**config.mk**
```make
export PLATFORM = sky130hd
export DESIGN_NAME = ram_byte_fifo_ctrl_flat
export DESIGN_NICKNAME = d
export VERILOG_FILES = /design/src/rtl/ram_byte_fifo_ctrl_if.sv /design/src/rtl/ram_byte_fifo_ctrl.sv /design/src/flat_wrapper.sv
export SDC_FILE = /design/constraint.sdc
export NUM_CORES = 1
export LEC_CHECK = 0
export CAP_MARGIN = 10
export CORE_ASPECT_RATIO = 1.4
export CORE_UTILIZATION = 43
export CTS_CLUSTER_SIZE = 30
export DETAILED_ROUTE_END_ITERATION = 6
export HOLD_SLACK_MARGIN = 0.03
export PLACE_DENSITY = 0.84
export SLEW_MARGIN = 10
export SYNTH_ARGS = -nofsm -noshare
export SYNTH_HDL_FRONTEND = slang
export SYNTH_SLANG_ARGS = --single-unit
```
**constraint.sdc**
```tcl
create_clock -name clk -period 2.7 [get_ports clk]
set_input_delay 0.54 -clock clk [delete_from_list [all_inputs] [get_ports clk]]
set_output_delay 0.54 -clock clk [all_outputs]
set_load 0.02 [all_outputs]
```
**src/rtl/ram_byte_fifo_ctrl_if.sv**
```systemverilog
// Signal bundle between the byte FIFO controller, its byte/word stream peers and dual_ram.
// slave is the controller's view; master is the view of whatever surrounds it.
interface ram_byte_fifo_ctrl_if #(
    parameter int DW = 8,
    parameter int AW = 7
);
    logic              in_valid;
    logic              in_ready;
    logic [DW-1:0]     in_data;
    logic              out_valid;
    logic              out_ready;
    logic [4*DW-1:0]   out_data;
    logic              ram_wen;
    logic [AW-1:0]     ram_w_addr;
    logic [4*DW-1:0]   ram_w_data;
    logic              ram_ren;
    logic [AW-1:0]     ram_r_addr;
    logic [4*DW-1:0]   ram_r_data;
    logic [AW-2:0]     word_count;
    logic              fifo_full;
    logic              fifo_empty;

    modport slave (
        input  in_valid, in_data, out_ready, ram_r_data,
        output in_ready, out_valid, out_data, ram_wen, ram_w_addr, ram_w_data,
               ram_ren, ram_r_addr, word_count, fifo_full, fifo_empty
    );

    modport master (
        output in_valid, in_data, out_ready, ram_r_data,
        input  in_ready, out_valid, out_data, ram_wen, ram_w_addr, ram_w_data,
               ram_ren, ram_r_addr, word_count, fifo_full, fifo_empty
    );
endinterface

```
**src/rtl/ram_byte_fifo_ctrl.sv**
```systemverilog
// Byte-stream FIFO: packs bytes little-endian into 32-bit words, stores them in a
// circular buffer in dual_ram and streams them back out in order on a valid/ready port.
module ram_byte_fifo_ctrl #(
    parameter int DW      = 8,
    parameter int AW      = 7,
    parameter int MEM_NUM = 128
) (
    input  logic                  clk,
    input  logic                  rst,
    ram_byte_fifo_ctrl_if.slave   bus
);
    localparam int DEPTH = MEM_NUM / 4;
    localparam int PW    = AW - 2;
    localparam logic [PW-1:0] PTR_ONE   = PW'(1);
    localparam logic [AW-2:0] WC_ONE    = (AW-1)'(1);
    localparam logic [AW-2:0] WC_DEPTH  = (AW-1)'(DEPTH);
    localparam logic [AW-1:0] OCC_DEPTH = AW'(DEPTH);

    logic [1:0]      r_byte_cnt;
    logic [3*DW-1:0] r_pack;
    logic [4*DW-1:0] r_w_data;
    logic            r_wr_pend;
    logic [PW-1:0]   r_wptr;
    logic [PW-1:0]   r_rptr;
    logic [AW-2:0]   r_word_count;
    logic            r_rd_inflight;
    logic            r_out_valid;
    logic [4*DW-1:0] r_out_data;

    logic [AW-1:0]   w_occ;
    logic            w_in_ready;
    logic            w_accept;
    logic            w_ren;

    // A word waiting to commit still counts against space for the next completed word.
    assign w_occ      = {1'b0, r_word_count} + AW'(r_wr_pend);
    assign w_in_ready = !((r_byte_cnt == 2'd3) && (w_occ >= OCC_DEPTH));
    assign w_accept   = bus.in_valid && w_in_ready;
    assign w_ren      = (r_word_count != '0) && !r_rd_inflight && !r_out_valid;

    always_ff @(posedge clk or negedge rst) begin
        if (!rst) begin
            r_byte_cnt <= '0;
            r_pack     <= '0;
            r_w_data   <= '0;
            r_wr_pend  <= 1'b0;
        end else begin
            r_wr_pend <= w_accept && (r_byte_cnt == 2'd3);
            if (w_accept) begin
                r_byte_cnt <= r_byte_cnt + 2'd1;
                case (r_byte_cnt)
                    2'd0:    r_pack[DW-1:0]      <= bus.in_data;
                    2'd1:    r_pack[2*DW-1:DW]   <= bus.in_data;
                    2'd2:    r_pack[3*DW-1:2*DW] <= bus.in_data;
                    default: r_w_data            <= {bus.in_data, r_pack};
                endcase
            end
        end
    end

    // Commit and read issue can coincide; their count effects then cancel.
    always_ff @(posedge clk or negedge rst) begin
        if (!rst) begin
            r_wptr        <= '0;
            r_rptr        <= '0;
            r_word_count  <= '0;
            r_rd_inflight <= 1'b0;
        end else begin
            r_rd_inflight <= w_ren;
            if (r_wr_pend) r_wptr <= r_wptr + PTR_ONE;
            if (w_ren)     r_rptr <= r_rptr + PTR_ONE;
            case ({r_wr_pend, w_ren})
                2'b10:   r_word_count <= r_word_count + WC_ONE;
                2'b01:   r_word_count <= r_word_count - WC_ONE;
                default: r_word_count <= r_word_count;
            endcase
        end
    end

    always_ff @(posedge clk or negedge rst) begin
        if (!rst) begin
            r_out_valid <= 1'b0;
            r_out_data  <= '0;
        end else if (r_rd_inflight) begin
            r_out_valid <= 1'b1;
            r_out_data  <= bus.ram_r_data;
        end else if (r_out_valid && bus.out_ready) begin
            r_out_valid <= 1'b0;
        end
    end

    assign bus.in_ready   = w_in_ready;
    assign bus.out_valid  = r_out_valid;
    assign bus.out_data   = r_out_data;
    assign bus.ram_wen    = r_wr_pend;
    assign bus.ram_w_addr = {r_wptr, 2'b00};
    assign bus.ram_w_data = r_w_data;
    assign bus.ram_ren    = w_ren;
    assign bus.ram_r_addr = {r_rptr, 2'b00};
    assign bus.word_count = r_word_count;
    assign bus.fifo_full  = (r_word_count == WC_DEPTH);
    assign bus.fifo_empty = (r_word_count == '0) && !r_wr_pend && !r_rd_inflight && !r_out_valid;
endmodule

```
**src/flat_wrapper.sv**
```systemverilog
// flat-port wrapper written by rule: the top's interface ports become plain ports
module ram_byte_fifo_ctrl_flat 
#(
    parameter int DW      = 8,
    parameter int AW      = 7,
    parameter int MEM_NUM = 128
)
  (clk, rst, bus_in_valid, bus_in_data, bus_out_ready, bus_ram_r_data, bus_in_ready, bus_out_valid, bus_out_data, bus_ram_wen, bus_ram_w_addr, bus_ram_w_data, bus_ram_ren, bus_ram_r_addr, bus_word_count, bus_fifo_full, bus_fifo_empty);
  ram_byte_fifo_ctrl_if #(.DW(DW), .AW(AW)) bus_i ();
  input  logic clk;
  input  logic rst;
  input wire logic [$bits(bus_i.in_valid)-1:0] bus_in_valid;
  input wire logic [$bits(bus_i.in_data)-1:0] bus_in_data;
  input wire logic [$bits(bus_i.out_ready)-1:0] bus_out_ready;
  input wire logic [$bits(bus_i.ram_r_data)-1:0] bus_ram_r_data;
  output wire logic [$bits(bus_i.in_ready)-1:0] bus_in_ready;
  output wire logic [$bits(bus_i.out_valid)-1:0] bus_out_valid;
  output wire logic [$bits(bus_i.out_data)-1:0] bus_out_data;
  output wire logic [$bits(bus_i.ram_wen)-1:0] bus_ram_wen;
  output wire logic [$bits(bus_i.ram_w_addr)-1:0] bus_ram_w_addr;
  output wire logic [$bits(bus_i.ram_w_data)-1:0] bus_ram_w_data;
  output wire logic [$bits(bus_i.ram_ren)-1:0] bus_ram_ren;
  output wire logic [$bits(bus_i.ram_r_addr)-1:0] bus_ram_r_addr;
  output wire logic [$bits(bus_i.word_count)-1:0] bus_word_count;
  output wire logic [$bits(bus_i.fifo_full)-1:0] bus_fifo_full;
  output wire logic [$bits(bus_i.fifo_empty)-1:0] bus_fifo_empty;
  assign bus_i.in_valid = bus_in_valid;
  assign bus_i.in_data = bus_in_data;
  assign bus_i.out_ready = bus_out_ready;
  assign bus_i.ram_r_data = bus_ram_r_data;
  assign bus_in_ready = bus_i.in_ready;
  assign bus_out_valid = bus_i.out_valid;
  assign bus_out_data = bus_i.out_data;
  assign bus_ram_wen = bus_i.ram_wen;
  assign bus_ram_w_addr = bus_i.ram_w_addr;
  assign bus_ram_w_data = bus_i.ram_w_data;
  assign bus_ram_ren = bus_i.ram_ren;
  assign bus_ram_r_addr = bus_i.ram_r_addr;
  assign bus_word_count = bus_i.word_count;
  assign bus_fifo_full = bus_i.fifo_full;
  assign bus_fifo_empty = bus_i.fifo_empty;
  ram_byte_fifo_ctrl #(.DW(DW), .AW(AW), .MEM_NUM(MEM_NUM)) u_core (.clk(clk), .rst(rst), .bus(bus_i));
endmodule
```
# Yosys cells after proc, flatten, opt, wreduce, memory -nomap -nowiden
# Index checks and enable logic that the tools add are counted.
# word_totals
romBits	0
ff_bits	109
latch_bits	0
input_bits	44
ram_bits	0
output_inout_bits	90
mem_count	0
# classes
n_mul	0
div_mod_pow	0
n_reduce_logical	23
bitwise	1
addsub	6
n_eq_ne	6
mux	3
shift	0
order_cmp	1
# op_table
cell	n
$pmux 6 s2	1
$add 5x1->5 const B	2
$logic_and 1x1->1	9
$reduce_and 2->1	4
$add 6x1->7	1
$ge 7x6->1 const B	1
$add 6x1->6 const B	1
$eq 2x2->1 const B	3
$eq 6x6->1 const B	1
$logic_not 6->1	1
$reduce_bool 6->1	1
$sub 6x1->6 const B	1
$eq 2x1->1 const B	2
$logic_not 1->1	4
$reduce_bool 2->1	2
$reduce_or 3->1	1
$add 2x1->2 const B	1
$logic_not 2->1	1
$mux 1	2
$not 1->1	1

# Depth between registers and ports, before layout
# logic_depth
word_depth	6
depth_mapped	11

# Least setup slack after synthesis
# OpenSTA, ideal clock, no wires.
# synth_path
path_type	register to register
startpoint	register u_core.r_word_count[1], in the netlist u_core.bus.word_count[1]
endpoint	register u_core.r_word_count[4], in the netlist u_core.bus.word_count[4]
setup_slack_ns	-0.848
path_buffers	2
path_stages_with_launch	12
t_arrival_ns	3.412
path_cell_list	dfrtp_1 > buf_2 > nor2_1 > a311oi_1 > ha_1 > clkbuf_1 > xor2_1 > ha_1 > and3b_2 > o21ai_0 > a21oi_1 > xor2_1
# synth_between
elab_chain_len	5
# synth_rtl
item	line_no	text
start, declared	ram_byte_fifo_ctrl.sv:25	logic [AW-2:0] r_word_count;
start signal, assigned	ram_byte_fifo_ctrl.sv:73	2'b10: r_word_count <= r_word_count + WC_ONE;
start signal, assigned	ram_byte_fifo_ctrl.sv:74	2'b01: r_word_count <= r_word_count - WC_ONE;
start signal, assigned	ram_byte_fifo_ctrl.sv:75	default: r_word_count <= r_word_count;
$reduce_bool 6->1 (*)	ram_byte_fifo_ctrl.sv:39	assign w_ren = (r_word_count != '0) && !r_rd_inflight && !r_out_valid;
$logic_and 1x1->1 (*) (2 in a row)	ram_byte_fifo_ctrl.sv:39	
net bus_ram_ren	flat_wrapper.sv:22	output wire logic [$bits(bus_i.ram_ren)-1:0] bus_ram_ren;
$eq 2x1->1 / $eq 2x2->1 (equally long branches)	ram_byte_fifo_ctrl.sv:72	case ({r_wr_pend, w_ren})
$pmux 6 s2 / $reduce_bool 2->1 (equally long branches)	-	
# Mark *: on every way through the listed nets, which the timed path passes. The rest lies on a longest branch.
# A chain may end at the register's enable or synchronous reset.

# Final worst setup path
# layout_path
startpoint	register u_core.r_word_count[2], in the netlist u_core.bus.word_count[2]
endpoint	output bus_fifo_full
# layout_between
elab_chain_len	1
# layout_rtl
item	line_no	text
$eq 6x6->1	ram_byte_fifo_ctrl.sv:101	assign bus.fifo_full = (r_word_count == WC_DEPTH);
end, declared	flat_wrapper.sv:25	output wire logic [$bits(bus_i.fifo_full)-1:0] bus_fifo_full;
# No other way between the ends.

==> flow_summary.ini <==
[clock_network]
htree_levels = 3
hold_buffers = 0
cts_setup_buffers = 0
root_buffer = clkbuf_16
cts.sinks = 109
cts_buffers = 9
cts.reportedPaths.clkPinSlew_ps = 70
insertion_delay_ps = 350
clockBufferDepth = 2
tritoncts = yes

[global_route]
grt_max_degree = 48
grt_overflow = 0
grt_pass1_wl_um = 14220
grt_antenna_before_repair = 0
grt_usage = 0.1727
grt_pass1_vias = 2927

[synth]
syn_area_per_cell_sq_um = 14.90
ys_async_sr_fraction = 1.000
synth_flop_cell = dfrtp_1
seq_area_frac_synth = 0.6001
synthTopCellsByArea = dfrtp_1 60%, mux2_2 23%, ha_1 3.3%
synth_top_area_frac = 0.6001
syn_inst = 305
synth_edf_count = 0
syn_area_sq_mm = 0.004546
yosys_warnings = 0
synth_common_cells = 109 x dfrtp_1, 92 x mux2_2, 12 x ha_1
ys_types = 40
synthMostInstantiatedCell = dfrtp_1
synth_top_area_cell = dfrtp_1
synth_seq_cells = 109

[power_and_ir_drop]
pwr-share-seq = 0.356
pwr-share-comb = 0.499
pwr-share-clk = 0.145
vdd_drop_max_mv = 0.6815
leakage_uw = 0.002650
p_sw_frac = 0.3683
intPower_uw = 5358
power.switching_uw = 3123
powerDensity_mw_per_mm2 = 1346

[sta]
tightestPinTransition_ps = 916.9
max_clock_freq_ghz = 0.3843
skew_ps = 8.688
slew_headroom = 0.3887
final_hold_viol_count = 0
slew_viol_final = 0
finalSetupViolations = 0
fin_crit_ps = 2602
rsz0062_at_grt = false
holdWs_ps = 205.0
fin_crit_sh = 0.9638
fin_tns_setup_ps = 0

[die]
start_util = 0.4392
core-area_sq_mm = 0.01035
die_y_um = 123.7
dieArea_sq_mm = 0.01099
dieWidth_um = 88.90
ios = 134
rows = 44

[setup_path]
max_stage_delay_ps = 610
path_class = reg2out
crit_cells = 4
crit_chain = buf_4 -> nor3_4 -> and3_1 -> clkdlybuf4s50_1
critPathLaunchType = flop
r2r_cells = 10
cp_top_family = buffers and inverters
crit_fanout = 6
regToRegStartpoint = u_core.bus.word_count[2]
cp_num_buf_inv = 2
rr_endpoint = u_core.bus.word_count[4]
setup.worst_path.end = bus_fifo_full
crit_path_start = u_core.bus.word_count[2]
cp.arrival_ps = 2060
cp_slowest_cell = clkdlybuf4s50_1
cp.required_ps = 2160
reg2reg_slack_ps = 190
end_kind = primary output

[routing]
initialDrtViolationCount = 60
drc = 0
wl_per_cell_um = 16.15
ant_nets = 0
totalWireLength_um = 9416
routed_via_density = 5.021
dr.pass1.iters = 4
routed-via-count = 2927

[placement]
routabilityCongestion = 0.7377
portBuffers = 129
dp_hpwl_um = 6641

[cells_and_area]
nNetsFinal = 496
diodes = 0
fill_cells = 842
postLayoutCoreUtil = 0.6087
drive_gt1_frac = 0.2921
area_delta_synth_final_pct = 38.59

[job]
cap_violations = 0

[outcome]
status = finished, final reports clean

[hold_path]
hold_class = in2async
layout by cell type (no fill, tap or decap), types with 2 or more instances in the layout:
cell             Yosys  layout
nor3_1               3       2
clkdlybuf4s50_1      0     125
ha_1                12      11
clkbuf_1             6       2
dfrtp_1            109     108
mux2_2              92      92
nand2b_1             2       2
nor2_1               5       4
inv_1                7       7
o21ai_0              3       3
clkbuf_16            0       9
clkinv_4             0       2
nor2b_1              3       3
o21ai_2              3       4
xnor2_1              9       9
buf_4                4       8
conb_1               1       4
nand2_1              7       7
a21oi_1              2       2
dlygate4sd2_1        0       3
xor2_1               8       8
nand4_1              4       4
layout make-up:
type,count,area [sq um],area share
Inverter,7,26.28,0.004171
Clock buffer,11,232.7,0.03694
Clock inverter,5,45.04,0.007150
Multi-Input combinational cell,176,1737,0.2757
Sequential cell,109,2729,0.4332
Timing Repair Buffer,137,1358,0.2155
Tap cell,138,172.7,0.02741
metal layers:
metal	up-vias	GRT usage	share of wire
met4	0	0.07056	0.017
li1	1332	-	-
met1	1486	0.1975	0.39
met3	11	0.04771	0.074
met2	98	0.3014	0.52
met5	-	0	0
cell families (layout without fill, tap and decap cells):
| logic type | Yosys count | in the layout | synth area share |
|---|---|---|---|
| flops | 109 | 109 | 0.6001 |
| mux | 92 | 92 | 0.2279 |
| simple gates | 32 | 32 | 0.04377 |
| buf+inv | 24 | 160 | 0.02973 |
| compound gates | 18 | 19 | 0.03193 |
| xor+xnor | 17 | 17 | 0.03276 |
| fa+ha+maj | 12 | 12 | 0.03303 |
| other cells | 1 | 4 | 0.0008250 |
worst register-to-register path, cell delays in order, from the launching register on:
cell,delay (ps)
dfrtp_2,430
buf_4,170
nor3_4,60
a311oi_4,390
ha_2,380
xor2_1,180
ha_1,210
and3b_2,190
o21ai_0,80
a21oi_1,180
xor2_1,160
worst min path at each step:
| stage | start | to | slack (ps) |
|---|---|---|---|
| after global placement | u_core.r_rptr[4] | u_core.r_rptr[4] | 460 |
| after global routing | rst | u_core.r_wptr[0] | 250 |
| after detailed placement | u_core.r_rptr[4] | u_core.r_rptr[4] | 460 |
| after floorplan | rst | u_core.bus.out_data[0] | 240 |
| after CTS | rst | u_core.r_wptr[3] | 220 |
| final | rst | u_core.r_wptr[0] | 200 |
power groups by stage:
stage | Clock (uW) | Combinational [uW] | Sequential (uW)
3_3_place_gp | 0 | 4140 | 2990
4_1_cts | 1270 | 4270 | 3030
2_1_floorplan | 0 | 1760 | 3710
5_1_grt | 1320 | 4550 | 3130
3_5_place_dp | 0 | 4260 | 3040
6_report | 1230 | 4230 | 3020
registers in the layout, summed over array words and instances (netlist names):
| name | flops |
|---|---|
| u_core.bus.word_count | 6 |
| u_core.bus.out_data | 32 |
| u_core.r_byte_cnt | 2 |
| u_core.bus.out_valid | 1 |
| u_core.r_pack | 24 |
| u_core.r_rptr | 5 |
| u_core.bus.ram_w_data | 32 |
| u_core.r_rd_inflight | 1 |
| u_core.bus.ram_wen | 1 |
| u_core.r_wptr | 5 |
stage by stage:
| stage | power (uW) | instances | area, sq um | worst slack [ps] |
|---|---|---|---|---|
| 3_3_place_gp | 7128 | 566 | 6007 | 150.6 |
| 4_1_cts | 8563 | 582 | 6291 | 64.67 |
| 3_5_place_dp | 7304 | 566 | 6007 | 76.93 |
| 6_report | 8481 | 583 | 6300 | 97.83 |
| 2_1_floorplan | 5475 | 308 | 4588 | 4.164 |
| 5_1_grt | 8995 | 583 | 6300 | 36.72 |
repair_timing:
| item | in CTS | in global routing |
|---|---|---|
| hold endpoints to repair | 0 | 0 |
| resized for setup | 6 | 0 |
| pin swaps | 0 | 1 |
| gates cloned | 0 | 1 |
| setup endpoints to repair | 4 | 32 |
Power figures use the tool's default switching activity.
==> RTL change, RTL diff (same flow settings) <==
Reset style: synchronous (`rst`), changed in 3 clocked blocks.
--- a/src/rtl/ram_byte_fifo_ctrl.sv
+++ b/src/rtl/ram_byte_fifo_ctrl.sv
@@ -40,3 +40,3 @@
 
-    always_ff @(posedge clk or negedge rst) begin
+    always_ff @(posedge clk) begin
         if (!rst) begin
@@ -61,3 +61,3 @@
     // Commit and read issue can coincide; their count effects then cancel.
-    always_ff @(posedge clk or negedge rst) begin
+    always_ff @(posedge clk) begin
         if (!rst) begin
@@ -79,3 +79,3 @@
 
-    always_ff @(posedge clk or negedge rst) begin
+    always_ff @(posedge clk) begin
         if (!rst) begin
Behaviour: differs if rst is asserted again (counterexample within 10 cycles, from zero or initial values and one cycle with rst low); with rst held inactive, the same outputs for 10 cycles.
==> RTL change against the original RTL <==
  * Sequential cell count did not move
  * Area after synthesis increased by 3.1%
  * Routed wire length grew 4.6%
  * Worst setup slack better by 0.039 ns
  * Worst hold slack better by 0.31 ns
  * Non-clock buffer count rose by 3
  * Clock skew increased by 0.0017 ns
  * Fmax rose by 1.5%
  * Final area up 1.7%
  * Largest cell class is now multi-input gates
  * Highest routed layer unchanged
Power is not compared: it rests on default switching activity, and its combinational part moved more than twofold at a synthesized area within 25%.
==> RTL change: results (changes against the original RTL) <==
stage	metric	value	unit	change
final_layout	multi_input_gates	282		was 176
place	hpwl	7.050	mm	was 6.641 mm
final_layout	fin_nets	602		was 496
final_layout	multi_input_area	2308	um2	was 1737 um2
global_routing	met1_usage	0.2038		was 0.1975
synthesis	synthArstFlopShare	0		was 1.000
route	dr_wl_met3	614	um	was 696 um
die	dieArea	11330	um2	was 10990 um2
synthesis	synth_common_cells	dfxtp_1 (109), mux2i_1 (95), nor2b_1 (94)		was dfrtp_1 (109), mux2_2 (92), ha_1 (12)
global_routing	grtUsageMet2	0.3166		was 0.3014
global_routing	track_usage	0.1779		was 0.1727
global_routing	grt_max_degree	112		was 48
final_layout	drive_gt1_frac	0.07804		was 0.2921
setup_path	crit_arrival	2.02	ns	was 2.06 ns
global_routing	grt_pass1_wl	16.24	mm	was 14.22 mm
route	wl_met2	4.938	mm	was 4.867 mm
final_layout	inverters	4		was 7
route	wl_met1	4.175	mm	was 3.695 mm
sta	maxSlewHeadroom	0.6386		was 0.3887
route	num_vias	3291		was 2927
status	status	finished, final reports clean		unchanged
final_layout	fillers	851		was 842
setup_path	crit_fanout	3		was 6
place	place.gp.congestion	0.7957		was 0.7377
min_path	min_path_type	flop to flop		was input port to async pin
synthesis	synth.distinct_cells	43		was 40
final_layout	buffers	140		was 137
final_layout	clkCellAreaFrac	0.05117		was 0.04409
final_layout	clkbuf_count	9		was 11
## RTL change: worst paths after layout
path	start	to	depth (start not counted)	slack, ns
max reg2reg	u_core.bus.word_count[3]	u_core.bus.word_count[5]	8	0.21
min	u_core.r_pack[3]	u_core.bus.ram_w_data[3]	2	0.52
min reg2reg	u_core.r_pack[3]	u_core.bus.ram_w_data[3]	2	0.52
max	u_core.bus.word_count[0]	bus_in_ready	6	0.14
## RTL change: metrics by stage
step                hold slack, ns  cell area, um2  worst slack (ns)  std cells    util
floorplan                   0.4824            4728          0.005391        426       -
global placement            0.4962            6078            0.2876        673  0.5811
detailed placement          0.5019            6078            0.2103        673  0.5811
CTS                         0.5233            6404           0.09757        689  0.6122
global route                0.5441            6406           0.02709        689  0.6124
finish                      0.5171            6406            0.1366        689  0.6124
## RTL change: cell families after synthesis
| family | Yosys count | share of synthesized area |
|---|---|---|
| simple gates | 138 | 0.1837 |
| flops | 109 | 0.4656 |
| mux | 95 | 0.2029 |
| buf+inv | 35 | 0.04565 |
| compound gates | 19 | 0.04325 |
| xor+xnor | 14 | 0.02616 |
| fa+ha+maj | 12 | 0.03203 |
| other cells | 1 | 0.0008001 |
## RTL change: power by group
part	internal, mW	switching, mW	total [mW]
sequential	1.78	0.114	1.89
clock	0.828	0.605	1.43
combinational	0.829	0.829	1.66
total	3.43	1.55	4.98
## RTL change: critical path, stage by stage (launching register included)
cell	delay [ns]
dfxtp_1	0.34
ha_1	0.24
ha_1	0.17
a21boi_0	0.08
a41o_1	0.26
or2_2	0.27
dlygate4sd2_1	0.32
## RTL change: what timing repair did
action / CTS / global route
setup endpoints to repair: 2 / 1
gates resized for setup: 2 / 1
pin swaps: 0 / 0
